**config.mk**
```make
export PLATFORM = sky130hd
export DESIGN_NAME = bpsk_rx_correlator
export DESIGN_NICKNAME = d
export VERILOG_FILES = /design/src/rtl/bpsk_rx_correlator.sv
export SDC_FILE = /design/constraint.sdc
export NUM_CORES = 1
export LEC_CHECK = 0
export ABC_AREA = 1
export BUFFER_PORTS_ARGS = -buffer_cell sky130_fd_sc_hd__buf_2
export CAP_MARGIN = 20
export CORE_ASPECT_RATIO = 1.4
export CORE_MARGIN = 5
export CORE_UTILIZATION = 28
export DETAILED_ROUTE_END_ITERATION = 7
export GPL_ROUTABILITY_DRIVEN = 0
export PLACE_DENSITY_LB_ADDON = 0.08
export SYNTH_ARGS = -nofsm -noshare
export SYNTH_HDL_FRONTEND = slang
export SYNTH_SLANG_ARGS = --single-unit
```
**constraint.sdc**
```tcl
create_clock -name clk -period 14.9 [get_ports clk]
set_input_delay 1.49 -clock clk [delete_from_list [all_inputs] [get_ports clk]]
set_output_delay 1.49 -clock clk [all_outputs]
set_load 0.005 [all_outputs]
```
**src/rtl/bpsk_rx_correlator.sv**
```systemverilog
// BPSK receiver: correlates each symbol against a local sine, slices one bit per symbol and packs
// bits MSB-first into words. Define BPSK_RX_CONF_EN to add low_conf / err_cnt confidence outputs.
module bpsk_rx_correlator #(
    parameter int unsigned SAMPLE_NUMBER = 256,
    parameter int unsigned SAMPLE_WIDTH  = 12,
    parameter int unsigned DATA_WIDTH    = 12
`ifdef BPSK_RX_CONF_EN
    ,
    parameter longint unsigned CONF_THRESH = 64'd1 << (2 * SAMPLE_WIDTH - 2)
`endif
) (
    input  logic                    clk,
    input  logic                    arst,
    input  logic                    en,
    input  logic                    sym_sync,
    input  logic [SAMPLE_WIDTH-1:0] sample_in,
    output logic                    bit_out,
    output logic                    bit_valid,
    output logic [DATA_WIDTH-1:0]   q,
    output logic                    q_valid
`ifdef BPSK_RX_CONF_EN
    ,
    output logic                    low_conf,
    output logic [15:0]             err_cnt
`endif
);

    localparam int unsigned KW = $clog2(SAMPLE_NUMBER);
    localparam int unsigned PW = 2 * SAMPLE_WIDTH;
    localparam int unsigned AW = PW + KW;
    localparam int unsigned CW = (DATA_WIDTH > 1) ? $clog2(DATA_WIDTH) : 1;
    localparam real Pi  = 3.14159265358979323846;
    localparam real Amp = real'((1 << (SAMPLE_WIDTH - 1)) - 1);

    // Reference sine table, rounded half away from zero at elaboration.
    logic signed [SAMPLE_WIDTH-1:0] sine_lut [SAMPLE_NUMBER];
    for (genvar i = 0; i < SAMPLE_NUMBER; i++) begin : g_lut
        localparam real Val = Amp * $sin(2.0 * Pi * real'(i) / real'(SAMPLE_NUMBER));
        localparam int  Rnd = (Val >= 0.0) ? $rtoi(Val + 0.5) : -$rtoi(0.5 - Val);
        assign sine_lut[i] = Rnd[SAMPLE_WIDTH-1:0];
    end

    logic [KW-1:0]                  k_q, k_idx;
    logic                           s1_valid_q, s1_first_q, s1_last_q;
    logic signed [SAMPLE_WIDTH-1:0] s1_s_q, s1_ref_q, s_in;
    logic                           s2_valid_q, s2_first_q, s2_last_q;
    logic signed [PW-1:0]           s2_prod_q;
    logic                           s3_valid_q, s3_last_q;
    logic signed [AW-1:0]           acc_q, prod_ext;
    logic                           dec_valid_q, dec_bit_q;
    logic [CW-1:0]                  bit_cnt_q;
    logic [DATA_WIDTH-1:0]          shift_q, shift_next;

    assign s_in       = {~sample_in[SAMPLE_WIDTH-1], sample_in[SAMPLE_WIDTH-2:0]};
    assign k_idx      = sym_sync ? '0 : k_q;
    assign prod_ext   = {{KW{s2_prod_q[PW-1]}}, s2_prod_q};
    assign shift_next = DATA_WIDTH'({shift_q, dec_bit_q});

`ifdef BPSK_RX_CONF_EN
    logic [AW-1:0] acc_abs;
    logic          dec_low_q;
    assign acc_abs = acc_q[AW-1] ? -acc_q : acc_q;
`endif

    always_ff @(posedge clk or posedge arst) begin
        if (arst) begin
            k_q         <= '0;
            s1_valid_q  <= 1'b0;
            s1_first_q  <= 1'b0;
            s1_last_q   <= 1'b0;
            s1_s_q      <= '0;
            s1_ref_q    <= '0;
            s2_valid_q  <= 1'b0;
            s2_first_q  <= 1'b0;
            s2_last_q   <= 1'b0;
            s2_prod_q   <= '0;
            s3_valid_q  <= 1'b0;
            s3_last_q   <= 1'b0;
            acc_q       <= '0;
            dec_valid_q <= 1'b0;
            dec_bit_q   <= 1'b0;
`ifdef BPSK_RX_CONF_EN
            dec_low_q   <= 1'b0;
`endif
        end else begin
            // A sample accepted together with sym_sync is index 0 of the new symbol.
            k_q        <= en ? k_idx + KW'(1) : k_idx;
            s1_valid_q <= en;
            if (en) begin
                s1_s_q     <= s_in;
                s1_ref_q   <= sine_lut[k_idx];
                s1_first_q <= (k_idx == '0);
                s1_last_q  <= &k_idx;
            end
            s2_valid_q <= s1_valid_q && !sym_sync;
            if (s1_valid_q) begin
                s2_prod_q  <= s1_s_q * s1_ref_q;
                s2_first_q <= s1_first_q;
                s2_last_q  <= s1_last_q;
            end
            s3_valid_q <= s2_valid_q && !sym_sync;
            s3_last_q  <= s2_last_q;
            if (sym_sync) begin
                acc_q <= '0;
            end else if (s2_valid_q) begin
                acc_q <= s2_first_q ? prod_ext : acc_q + prod_ext;
            end
            // Decision register keeps bit_valid 4 clk after the last sample is accepted.
            dec_valid_q <= s3_valid_q && s3_last_q && !sym_sync;
            if (s3_valid_q && s3_last_q) begin
                dec_bit_q <= !acc_q[AW-1] && (|acc_q);
`ifdef BPSK_RX_CONF_EN
                dec_low_q <= 64'(acc_abs) < CONF_THRESH;
`endif
            end
        end
    end

    always_ff @(posedge clk or posedge arst) begin
        if (arst) begin
            bit_out   <= 1'b0;
            bit_valid <= 1'b0;
            q         <= '0;
            q_valid   <= 1'b0;
            bit_cnt_q <= '0;
            shift_q   <= '0;
        end else begin
            bit_valid <= 1'b0;
            q_valid   <= 1'b0;
            if (sym_sync) begin
                bit_cnt_q <= '0;
                shift_q   <= '0;
            end else if (dec_valid_q) begin
                bit_out   <= dec_bit_q;
                bit_valid <= 1'b1;
                shift_q   <= shift_next;
                if (bit_cnt_q == CW'(DATA_WIDTH - 1)) begin
                    q         <= shift_next;
                    q_valid   <= 1'b1;
                    bit_cnt_q <= '0;
                end else begin
                    bit_cnt_q <= bit_cnt_q + CW'(1);
                end
            end
        end
    end

`ifdef BPSK_RX_CONF_EN
    // err_cnt survives sym_sync; only arst clears it.
    always_ff @(posedge clk or posedge arst) begin
        if (arst) begin
            low_conf <= 1'b0;
            err_cnt  <= '0;
        end else if (dec_valid_q && !sym_sync) begin
            low_conf <= dec_low_q;
            if (dec_low_q && (err_cnt != 16'hFFFF)) begin
                err_cnt <= err_cnt + 16'd1;
            end
        end
    end
`endif

endmodule

```
==> impl_metrics.ini <==
[detailed_routing]
totalWireLength_mm = 56.9
viasPerCell = 4.91
drt-initial-drc-count = 1155
postRouteAntennaNets = 0
vias = 14800
wl_per_cell_um = 18.9
dr.pass1.iters = 7
remaining_drc_errors = 0

[floorplan]
initial_utilization_pct = 28.2
die_width_um = 209
ios = 31
core_area_mm2 = 0.0553
rows = 102
dieHeight_um = 289
design.die.area_mm2 = 0.0605

[sta]
drv_slew = 0
skew_ns = 0.0157
max_freq_mhz = 174
setup_viol = 0
fin_crit_ns = 5.75
setup_tns_ns = 0
rsz0062_at_grt = no
post-route-period-util_pct = 38.6
tightestPinTransition_ns = 1.16
slew_headroom_pct = 22.5
final_hold_viol_count = 0

[setup_path]
reg2reg_from = s1_ref_q[3]
endpoint = s2_prod_q[23]
reg2regPathDepth = 18
cp-end-kind = register
path_max_fanout = 13
crit_required_ns = 15.24
worstSetupStartpoint = s1_ref_q[3]
start_kind = register
crit_type = register to register
r2r-end = s2_prod_q[23]
rrSetupSlack_ns = 9.15
worst_ep_arrival_time_ns = 6.08

[yosys]
synth_cell_types = 41
syn_nets = 2530
synth_area_mm2 = 0.0156
synth_seq_cells = 128
synthTopCellsByArea = dfrtp_1 21%, fa_1 18%, nand2_1 16%
yosysTopAreaCell = dfrtp_1
syn_area_per_cell_um2 = 6.84
synthCells = 2277
ys_warn_count = 0
ys_seq_area_share_pct = 20.6
synth_top_area_share_pct = 20.6

[clock_network]
htreeDepth = 4
cts_resized = 0
clk_pin_slew_ns = 0.06
clock_path_buffers = 2
postCtsSetupBuffers = 0
ctsRootBufferMaster = clkbuf_16
cts_buffers = 17
cts_sinks = 128
cts_tree = built
hold_buffers = 0
clock_latency_ns = 0.45

[flow_run]
cap_violations = 0

[finish]
area_growth_pct = 9.33
drive_gt1_share_pct = 4.48
diodes = 0
final_cells = 3004
final_cell_mix = 673 x nand2_1, 401 x inv_1, 152 x o21ai_0
final_common_cell = nand2_1
nNetsFinal = 2516

[global_routing]
grt_overflow = 0
track_usage_pct = 18.9
antenna_found_initial = 0
grt_pass1_wl_mm = 88.9
grt_pass1_vias = 15100
grt_max_degree = 72

[placed_design]
io_buffers = 30
hpwl_mm = 44.6
place_inst = 2972

[pwr]
power_mw = 2.00
ir_drop_v = 0.0000567
p_per_area_mw_per_mm2 = 118
p_leak_nw = 9.10

[hold_path]
hold_path.class = register to register

[status]
outcome = complete, no violations
-- layout make-up --
cell class,count,area (um2)
Clock buffer,17,425
Clock inverter,15,173
Fill cell,6156,38200
Inverter,410,1540
Multi-Input combinational cell,1661,10500
Sequential cell,128,3200
Tap cell,728,911
Timing Repair Buffer,45,263
-- stage by stage --
step	hold WS (ns)	setup slack, ns	instance area [um2]	util (%)
after floorplan	0.354	10.0	15600	-
after global placement	0.361	9.14	16400	29.8
after detailed placement	0.370	9.12	16400	29.8
after CTS	0.390	9.09	17000	30.8
after global routing	0.405	8.86	17000	30.8
final	0.384	9.15	17000	30.8
-- worst min-delay path by stage --
stage,from,endpoint,slack (ns),cells after the start
6_report,s2_last_q,s3_last_q,0.38,0
4_1_cts,s2_last_q,s3_last_q,0.39,0
3_3_place_gp,s2_last_q,s3_last_q,0.36,0
5_1_grt,s2_last_q,s3_last_q,0.41,0
3_5_place_dp,s2_last_q,s3_last_q,0.37,0
2_1_floorplan,s2_last_q,s3_last_q,0.35,0
-- cells by family (layout without fill, tap and decap cells) --
logic type / Yosys count / in the layout / share of synthesized area (%)
AO/OA/AOI/OAI: 356 / 356 / 12.5
XOR/XNOR: 35 / 35 / 1.97
adder cells (fa/ha/maj): 237 / 237 / 25.7
buffers and inverters: 488 / 487 / 12.0
flip-flops: 128 / 128 / 20.6
AND/OR/NAND/NOR: 1033 / 1033 / 27.2
-- metal layers --
metal	up-vias	global-route usage (%)	part of all wire (%)	wire length [um]
met2	434	33.3	50	28500
met1	7071	23.0	41	23500
met5	-	0	0	0
met3	131	2.27	3.8	2160
met4	0	8.57	4.7	2690
li1	7126	-	-	-
-- synthesized netlist by cell type --
cell type  instances
nor2_2             1
inv_2              8
nand4_1           26
nor4_1             9
o211ai_1          16
dfrtp_1          128
nand3b_1           3
fa_1             139
a21oi_1          120
o21ai_1            3
buf_4              4
nor2_1           146
nand2_1          673
o311ai_0           1
nand2b_1           1
o22ai_1           15
buf_1              6
or2_0              1
or2_2              5
nor2_4             4
ha_1              98
a31oi_1           11
clkbuf_1          53
o2111ai_1          1
buf_6              1
o21ai_0          152
nand3_1          145
a21o_1             4
o31ai_1            5
inv_1            402
o21a_1             9
xor2_1            25
a21boi_0           3
nand2_2            4
xnor2_1           10
nor3_1            14
a22oi_1            2
buf_2             14
o21bai_1          13
nor3b_1            1
o311ai_1           1
-- power breakdown --
group	leakage [nW]	internal (mW)	switching, mW
clock network	0.286	0.238	0.193
registers	1.67	0.399	0.0753
logic	7.15	0.385	0.714
-- registers in the layout, summed over array words and instances, names as in the netlist, 4 cells and up --
signal and flops:
acc_q 32, s2_prod_q 24, q 12, bit_cnt_q 4
shift_q 11, s1_ref_q 12, k_q 8, s1_s_q 12
-- worst max-delay path, stage by stage, from the launching register on --
cell      delay [ns]
dfrtp_1         0.75
nand2_1         0.26
fa_1            0.67
inv_1           0.13
fa_1            0.63
inv_1           0.09
fa_1            0.40
fa_1            0.54
inv_1           0.05
fa_1            0.45
ha_1            0.37
inv_1           0.11
nor3_1          0.29
nand2_1         0.19
nor3_1          0.24
nand3b_1        0.22
nand3_1         0.09
nand3_1         0.09
nand2_1         0.05
No activity file was read; power rests on OpenSTA's default activity.
